--- config.mk ---
export PLATFORM = sky130hd
export DESIGN_NAME = ctrl_dispatch_queue
export DESIGN_NICKNAME = d
export VERILOG_FILES = /design/src/rtl/ctrl_dispatch_queue.sv
export SDC_FILE = /design/constraint.sdc
export NUM_CORES = 1
export LEC_CHECK = 0
export BUFFER_PORTS_ARGS = -buffer_cell sky130_fd_sc_hd__clkbuf_2
export CAP_MARGIN = 20
export CORE_ASPECT_RATIO = 2
export CORE_MARGIN = 4
export CORE_UTILIZATION = 45
export DETAILED_ROUTE_END_ITERATION = 10
export GPL_ROUTABILITY_DRIVEN = 0
export SYNTH_ARGS = -nofsm -noshare
export SYNTH_HDL_FRONTEND = slang
export SYNTH_SLANG_ARGS = --single-unit
--- constraint.sdc ---
create_clock -name clk -period 4.1 [get_ports clk]
set_clock_uncertainty 0.1 [all_clocks]
set_input_delay 0.615 -clock clk [delete_from_list [all_inputs] [get_ports clk]]
set_output_delay 0.615 -clock clk [all_outputs]
set_load 0.02 [all_outputs]
--- src/rtl/ctrl_dispatch_queue.sv ---
// Command front-end: buffers host control packets in a FIFO, decodes them in order and
// dispatches each to one processing unit over valid/ready, tracking per-unit COMP-busy.
module ctrl_dispatch_queue #(
  parameter int NUM_UNITS  = 4,
  parameter int UNIT_ID_W  = 2,
  parameter int ADDR_W     = 4,
  parameter int SIZE_W     = 3,
  parameter int FIFO_DEPTH = 8,
  parameter int CNT_W      = 8,
  localparam int PKT_W     = UNIT_ID_W + 4 + ADDR_W + 1 + SIZE_W,
  localparam int FCNT_W    = $clog2(FIFO_DEPTH + 1)
) (
  input  logic                 clk,
  input  logic                 rst_n,
  input  logic                 pkt_valid_i,
  input  logic [PKT_W-1:0]     pkt_i,
  output logic                 pkt_ready_o,
  output logic [NUM_UNITS-1:0] disp_valid_o,
  input  logic [NUM_UNITS-1:0] disp_ready_i,
  output logic [1:0]           disp_op_o,
  output logic [1:0]           disp_comp_o,
  output logic [ADDR_W-1:0]    disp_addr_o,
  output logic [SIZE_W-1:0]    disp_size_o,
  input  logic [NUM_UNITS-1:0] unit_done_i,
  output logic [NUM_UNITS-1:0] unit_busy_o,
  output logic [FCNT_W-1:0]    fifo_count_o,
  output logic [CNT_W-1:0]     drop_cnt_o,
  output logic                 err_o,
  input  logic                 err_clr_i
);

  // state | meaning
  // IDLE  | decode register empty, waiting for a FIFO entry
  // CHECK | decode register holds a fresh packet, classify it
  // BLOCK | COMP packet held until its unit's busy flag clears
  // ISSUE | disp_valid_o asserted, waiting for the unit's ready
  typedef enum logic [1:0] {S_IDLE, S_CHECK, S_BLOCK, S_ISSUE} state_t;

  localparam int PTR_W     = $clog2(FIFO_DEPTH);
  localparam int UNITS_MAX = 1 << UNIT_ID_W;
  localparam logic [1:0] OP_NOP  = 2'b00;
  localparam logic [1:0] OP_COMP = 2'b11;

  state_t state_q, state_d;

  logic [PKT_W-1:0] fifo_mem [FIFO_DEPTH];
  logic [PTR_W-1:0] wr_ptr, rd_ptr;
  logic             fifo_full, fifo_empty, push, pop;

  logic [PKT_W-1:0]     pkt_q;
  logic [UNIT_ID_W-1:0] dec_unit;
  logic [1:0]           dec_op, dec_comp;
  logic [ADDR_W-1:0]    dec_addr;
  logic                 dec_valid;
  logic [SIZE_W-1:0]    dec_size;
  logic                 dec_bad_unit, dec_busy;

  logic [UNITS_MAX-1:0] busy_ext;
  logic [NUM_UNITS-1:0] busy_set;
  logic                 handshake, load_disp, clear_disp, drop_inc, err_set;

  // full blocks pushes even when a pop happens in the same cycle
  assign fifo_full   = (fifo_count_o == FCNT_W'(FIFO_DEPTH));
  assign fifo_empty  = (fifo_count_o == '0);
  assign pkt_ready_o = ~fifo_full;
  assign push        = pkt_valid_i & ~fifo_full;

  always_ff @(posedge clk) begin
    if (push) fifo_mem[wr_ptr] <= pkt_i;
  end

  always_ff @(posedge clk or negedge rst_n) begin
    if (!rst_n) begin
      wr_ptr       <= '0;
      rd_ptr       <= '0;
      fifo_count_o <= '0;
    end else begin
      if (push) wr_ptr <= wr_ptr + PTR_W'(1);
      if (pop)  rd_ptr <= rd_ptr + PTR_W'(1);
      case ({push, pop})
        2'b10:   fifo_count_o <= fifo_count_o + FCNT_W'(1);
        2'b01:   fifo_count_o <= fifo_count_o - FCNT_W'(1);
        default: ;
      endcase
    end
  end

  always_ff @(posedge clk or negedge rst_n) begin
    if (!rst_n)   pkt_q <= '0;
    else if (pop) pkt_q <= fifo_mem[rd_ptr];
  end

  assign dec_size  = pkt_q[SIZE_W-1:0];
  assign dec_valid = pkt_q[SIZE_W];
  assign dec_addr  = pkt_q[SIZE_W+1 +: ADDR_W];
  assign dec_comp  = pkt_q[SIZE_W+1+ADDR_W +: 2];
  assign dec_op    = pkt_q[SIZE_W+3+ADDR_W +: 2];
  assign dec_unit  = pkt_q[PKT_W-1 -: UNIT_ID_W];

  // widened so an out-of-range unit id never indexes past the busy vector
  assign busy_ext     = UNITS_MAX'(unit_busy_o);
  assign dec_bad_unit = ({1'b0, dec_unit} >= (UNIT_ID_W+1)'(NUM_UNITS));
  assign dec_busy     = (dec_op == OP_COMP) && busy_ext[dec_unit];
  assign handshake    = (state_q == S_ISSUE) && (|(disp_valid_o & disp_ready_i));

  always_ff @(posedge clk or negedge rst_n) begin
    if (!rst_n) state_q <= S_IDLE;
    else        state_q <= state_d;
  end

  always_comb begin
    state_d    = state_q;
    pop        = 1'b0;
    load_disp  = 1'b0;
    clear_disp = 1'b0;
    drop_inc   = 1'b0;
    err_set    = 1'b0;
    case (state_q)
      S_IDLE: begin
        if (!fifo_empty) begin
          pop     = 1'b1;
          state_d = S_CHECK;
        end
      end
      S_CHECK: begin
        if (!dec_valid) begin
          drop_inc = 1'b1;
          state_d  = S_IDLE;
        end else if (dec_bad_unit) begin
          drop_inc = 1'b1;
          err_set  = 1'b1;
          state_d  = S_IDLE;
        end else if (dec_op == OP_NOP) begin
          state_d = S_IDLE;
        end else if (dec_busy) begin
          state_d = S_BLOCK;
        end else begin
          load_disp = 1'b1;
          state_d   = S_ISSUE;
        end
      end
      S_BLOCK: begin
        if (!dec_busy) begin
          load_disp = 1'b1;
          state_d   = S_ISSUE;
        end
      end
      S_ISSUE: begin
        if (handshake) begin
          clear_disp = 1'b1;
          if (!fifo_empty) begin
            pop     = 1'b1;
            state_d = S_CHECK;
          end else begin
            state_d = S_IDLE;
          end
        end
      end
      default: state_d = S_IDLE;
    endcase
  end

  always_ff @(posedge clk or negedge rst_n) begin
    if (!rst_n) begin
      disp_valid_o <= '0;
      disp_op_o    <= '0;
      disp_comp_o  <= '0;
      disp_addr_o  <= '0;
      disp_size_o  <= '0;
    end else if (load_disp) begin
      disp_valid_o <= NUM_UNITS'(1) << dec_unit;
      disp_op_o    <= dec_op;
      disp_comp_o  <= dec_comp;
      disp_addr_o  <= dec_addr;
      disp_size_o  <= dec_size;
    end else if (clear_disp) begin
      disp_valid_o <= '0;
      disp_op_o    <= '0;
      disp_comp_o  <= '0;
      disp_addr_o  <= '0;
      disp_size_o  <= '0;
    end
  end

  // a COMP handshake sets busy and wins over a coincident done
  assign busy_set = (handshake && disp_op_o == OP_COMP) ? disp_valid_o : '0;

  always_ff @(posedge clk or negedge rst_n) begin
    if (!rst_n) unit_busy_o <= '0;
    else        unit_busy_o <= (unit_busy_o & ~unit_done_i) | busy_set;
  end

  always_ff @(posedge clk or negedge rst_n) begin
    if (!rst_n) begin
      drop_cnt_o <= '0;
      err_o      <= 1'b0;
    end else begin
      if (drop_inc && drop_cnt_o != '1) drop_cnt_o <= drop_cnt_o + CNT_W'(1);
      if (err_set)        err_o <= 1'b1;
      else if (err_clr_i) err_o <= 1'b0;
    end
  end

endmodule
==> key figures <==
Status
  • Status: finished clean

Setup path
  • Data arrival at the endpoint of the critical path: 3060 ps
  • Data required time of the critical path: 4350 ps
  • Type of the worst setup path: register to register
  • Category of the worst setup path launch point: register
  • Critical-path maximum fanout: 6
  • Setup crit end kind: register

Drt
  • Via count: 3,420
  • Wire length per cell after detailed routing: 19.45 µm
  • Routed WL: 12,370 µm
  • Final antenna-violating net count: 0
  • First-pass iteration count of the detailed router: 4
  • Count of routing violations after the opening detailed-route iteration: 180
  • Via-to-Cell Ratio: 5.377
  • Drc violations: 0

Pwr
  • Power Density: 758.5 mW/mm²
  • Static power due to leakage: 2.984 nW
  • Total Power Consumption: 0.005902 W
  • Worst IR Drop VDD: 0.3164 mV

Final layout
  • Net count, final: 469
  • Fraction of layout instances using a drive strength above 1: 36.26%
  • Most used cells in the layout excluding fill and tap cells: sky130_fd_sc_hd__edfxtp_1 (112), sky130_fd_sc_hd__clkbuf_2 (56), sky130_fd_sc_hd__dfrtp_1 (52)
  • # diodes: 0
  • Most common library cell in the layout ignoring fill and taps: sky130_fd_sc_hd__edfxtp_1
  • Final standard cell area without fillers: 0.007781 mm²
  • Non-filler cells in the finished layout: 636
  • Post-synthesis to final-layout area growth: 17.36%

Yosys
  • Library cells used by synthesis: 43
  • Synth warn: 0
  • Post-synthesis cell type with the largest combined area: sky130_fd_sc_hd__edfxtp_1
  • EDFF count, synth: 112
  • Netlist area before placement: 0.006630 mm²
  • Share of synthesized area occupied by flip-flops and latches: 70.73%
  • Yosys reg bits: 165
  • Most common flop cell mapped by yosys: sky130_fd_sc_hd__edfxtp_1
  • Net count of the mapped netlist: 399
  • Mapped Cells: 361
  • Portion of synthesized cell area occupied by the leading cell type: 50.73%
  • Largest cells by area after synthesis: sky130_fd_sc_hd__edfxtp_1 (51%), sky130_fd_sc_hd__dfrtp_1 (20%), sky130_fd_sc_hd__mux4_2 (9.5%)
  • Avg Synthesized Cell Area: 18.37 µm²
  • Async set-or-reset flop fraction in the synthesized netlist: 32.12%

STA
  • Highest clock frequency the design can meet: 0.3556 GHz
  • Total Negative Setup Slacks: 0 ps
  • Worst hold slack after final layout: 94.04 ps
  • Share of the clock period used by the worst path after layout: 68.60%
  • Final setup vio count: 0
  • Tmin final: 2812 ps
  • Count of final max-slew check failures: 0
  • Actual slew at the worst max-slew pin: 1016 ps
  • RSZ-0062 raised after global routing: no
  • Slew headroom: 32.23%
  • Count of endpoints failing hold in the final timing report: 0

Die
  • Site row count: 62
  • Die Ht: 179.7 µm
  • Die Area: 0.01686 mm²
  • Die Width: 93.83 µm
  • Top Ports: 59
  • Core region area: 0.01443 mm²
  • Starting Density: 45.95%

GRT
  • Number of global-route vias before repair: 3,634
  • Overall routing resource usage: 15.89%
  • Largest net degree at the start of global routing: 31
  • Antenna violations before repair: 0
  • First-pass GRT wire length: 19,930 µm
  • Total global routing overflow: 0

Clock tree
  • Resize count post-CTS: 0
  • Count of clock tree sinks: 165
  • Largest buffer count on any clock path: 2
  • CTS Hold Bufs: 0
  • CTS H-tree lvls: 4
  • Clk slew on worst S/H paths: 70 ps
  • TritonCTS clock tree: yes
  • CTS buffer count: 17
  • Worst-Skew Late Latency: 420 ps
  • Clock root buffer: sky130_fd_sc_hd__clkbuf_16
  • Post-CTS setup buffer count: 0

Placement
  • Area after DPL: 0.007176 mm²
  • HPWL after DPL: 8065 µm
  • Post-placement cell count: 602
  • Port Buffers: 56

Hold path
  • Hold crit path type: input port to asynchronous set/reset pin

Run
  • Number of max-capacitance violations reported: 0
-- worst max-delay path, stage by stage, from the launching register on --
cell and delay (ps):
sky130_fd_sc_hd__dfrtp_1 440, sky130_fd_sc_hd__nor4_1 640, sky130_fd_sc_hd__nor2_1 140, sky130_fd_sc_hd__o21ai_2 120
sky130_fd_sc_hd__inv_1 60, sky130_fd_sc_hd__ha_1 230, sky130_fd_sc_hd__ha_1 290, sky130_fd_sc_hd__a21o_1 180
sky130_fd_sc_hd__a21oi_1 170, sky130_fd_sc_hd__mux2i_1 230, sky130_fd_sc_hd__xnor2_1 130
-- cells in the mapped netlist (2+ instances only) --
library cell	number
sky130_fd_sc_hd__o21ai_0	3
sky130_fd_sc_hd__a32o_1	4
sky130_fd_sc_hd__inv_1	14
sky130_fd_sc_hd__nand2_1	7
sky130_fd_sc_hd__nand2b_1	2
sky130_fd_sc_hd__clkbuf_1	4
sky130_fd_sc_hd__dfrtp_1	53
sky130_fd_sc_hd__xnor2_1	7
sky130_fd_sc_hd__mux2_2	28
sky130_fd_sc_hd__ha_1	11
sky130_fd_sc_hd__a22oi_1	2
sky130_fd_sc_hd__nand3_1	7
sky130_fd_sc_hd__xor2_1	7
sky130_fd_sc_hd__o211ai_1	2
sky130_fd_sc_hd__nor2_1	9
sky130_fd_sc_hd__edfxtp_1	112
sky130_fd_sc_hd__mux4_2	28
sky130_fd_sc_hd__a22o_1	15
sky130_fd_sc_hd__nor4_1	2
sky130_fd_sc_hd__mux2i_1	8
sky130_fd_sc_hd__buf_4	2
sky130_fd_sc_hd__nor3_1	8
sky130_fd_sc_hd__nor2b_1	2
sky130_fd_sc_hd__buf_2	4
sky130_fd_sc_hd__a21oi_1	2
-- metal layers --
metal | wire [µm] | part of all wire [%] | global-route usage, %
met1 | 4675 | 38 | 18.42
met2 | 6960 | 56 | 27.94
met3 | 513 | 4.1 | 4.142
met4 | 221 | 1.8 | 5.556
met5 | 0 | 0 | 0
-- report_power, final --
part / leakage, nW / internal (W) / total, W / switching, W
clock: 0.272 / 0.000853 / 0.00152 / 0.000672
combinational: 1.04 / 0.000915 / 0.00186 / 0.000944
sequential: 1.67 / 0.00219 / 0.00252 / 0.000327
total: 2.98 / 0.00396 / 0.00590 / 0.00194
-- area by class of cell --
class	instances	area, µm²
flip-flops and latches	165	4691
inverters	14	52.55
clock buffers	18	429.2
repair buffers	64	360.3
well taps	192	240.2
clock inverters	14	141.4
multi-input cells	169	1867
fillers	1201	6648
-- cell families (layout without fill, tap and decap cells) --
kind of cell             after synthesis  in the layout  synth area share [%]
AO/OA/AOI/OAI                         37             37                 4.510
XOR/XNOR                              14             14                 1.849
adder cells (fa/ha/maj)               12             12                 2.378
buffers and inverters                 27            110                 2.000
flip-flops                           165            165                 70.73
multiplexers                          64             64                 15.47
other                                  1              1               0.05656
AND/OR/NAND/NOR                       41             41                 3.001
-- metrics by stage --
stage | setup slack [ps] | util, %
CTS | 1220 | 53.69
global route | 1047 | 53.93
finish | 1288 | 53.93
global placement | 1210 | 49.73
floorplan | 1132 | -
detailed placement | 1184 | 49.73
-- flip-flops by register name, summed over array words and instances (netlist names), 3 cells and up, named ones only --
name and flops:
rd_ptr 3, unit_busy_o 4, wr_ptr 3, pkt_q 14, fifo_mem 112, disp_addr_o 4
drop_cnt_o 8, disp_size_o 3, fifo_count_o 4, disp_valid_o 4
-- final timing paths --
check                                             from  slack, ps                           to  depth (start not counted)
setup / recovery           fifo_count_o[0]$_DFFE_PN0P_       1290  fifo_count_o[3]$_DFFE_PN0P_                         10
hold / removal                                   rst_n         90  fifo_count_o[0]$_DFFE_PN0P_                          1
setup reg to reg           fifo_count_o[0]$_DFFE_PN0P_       1290  fifo_count_o[3]$_DFFE_PN0P_                         10
hold reg to reg              drop_cnt_o[6]$_DFFE_PN0P_        400    drop_cnt_o[6]$_DFFE_PN0P_                          1
max in group asynchronous                        rst_n       3130        rd_ptr[0]$_DFFE_PN0P_                          2
min in group clk                              pkt_i[5]        370     fifo_mem[6][5]$_DFFE_PP_                          1
(Power assumes the default switching activity.)
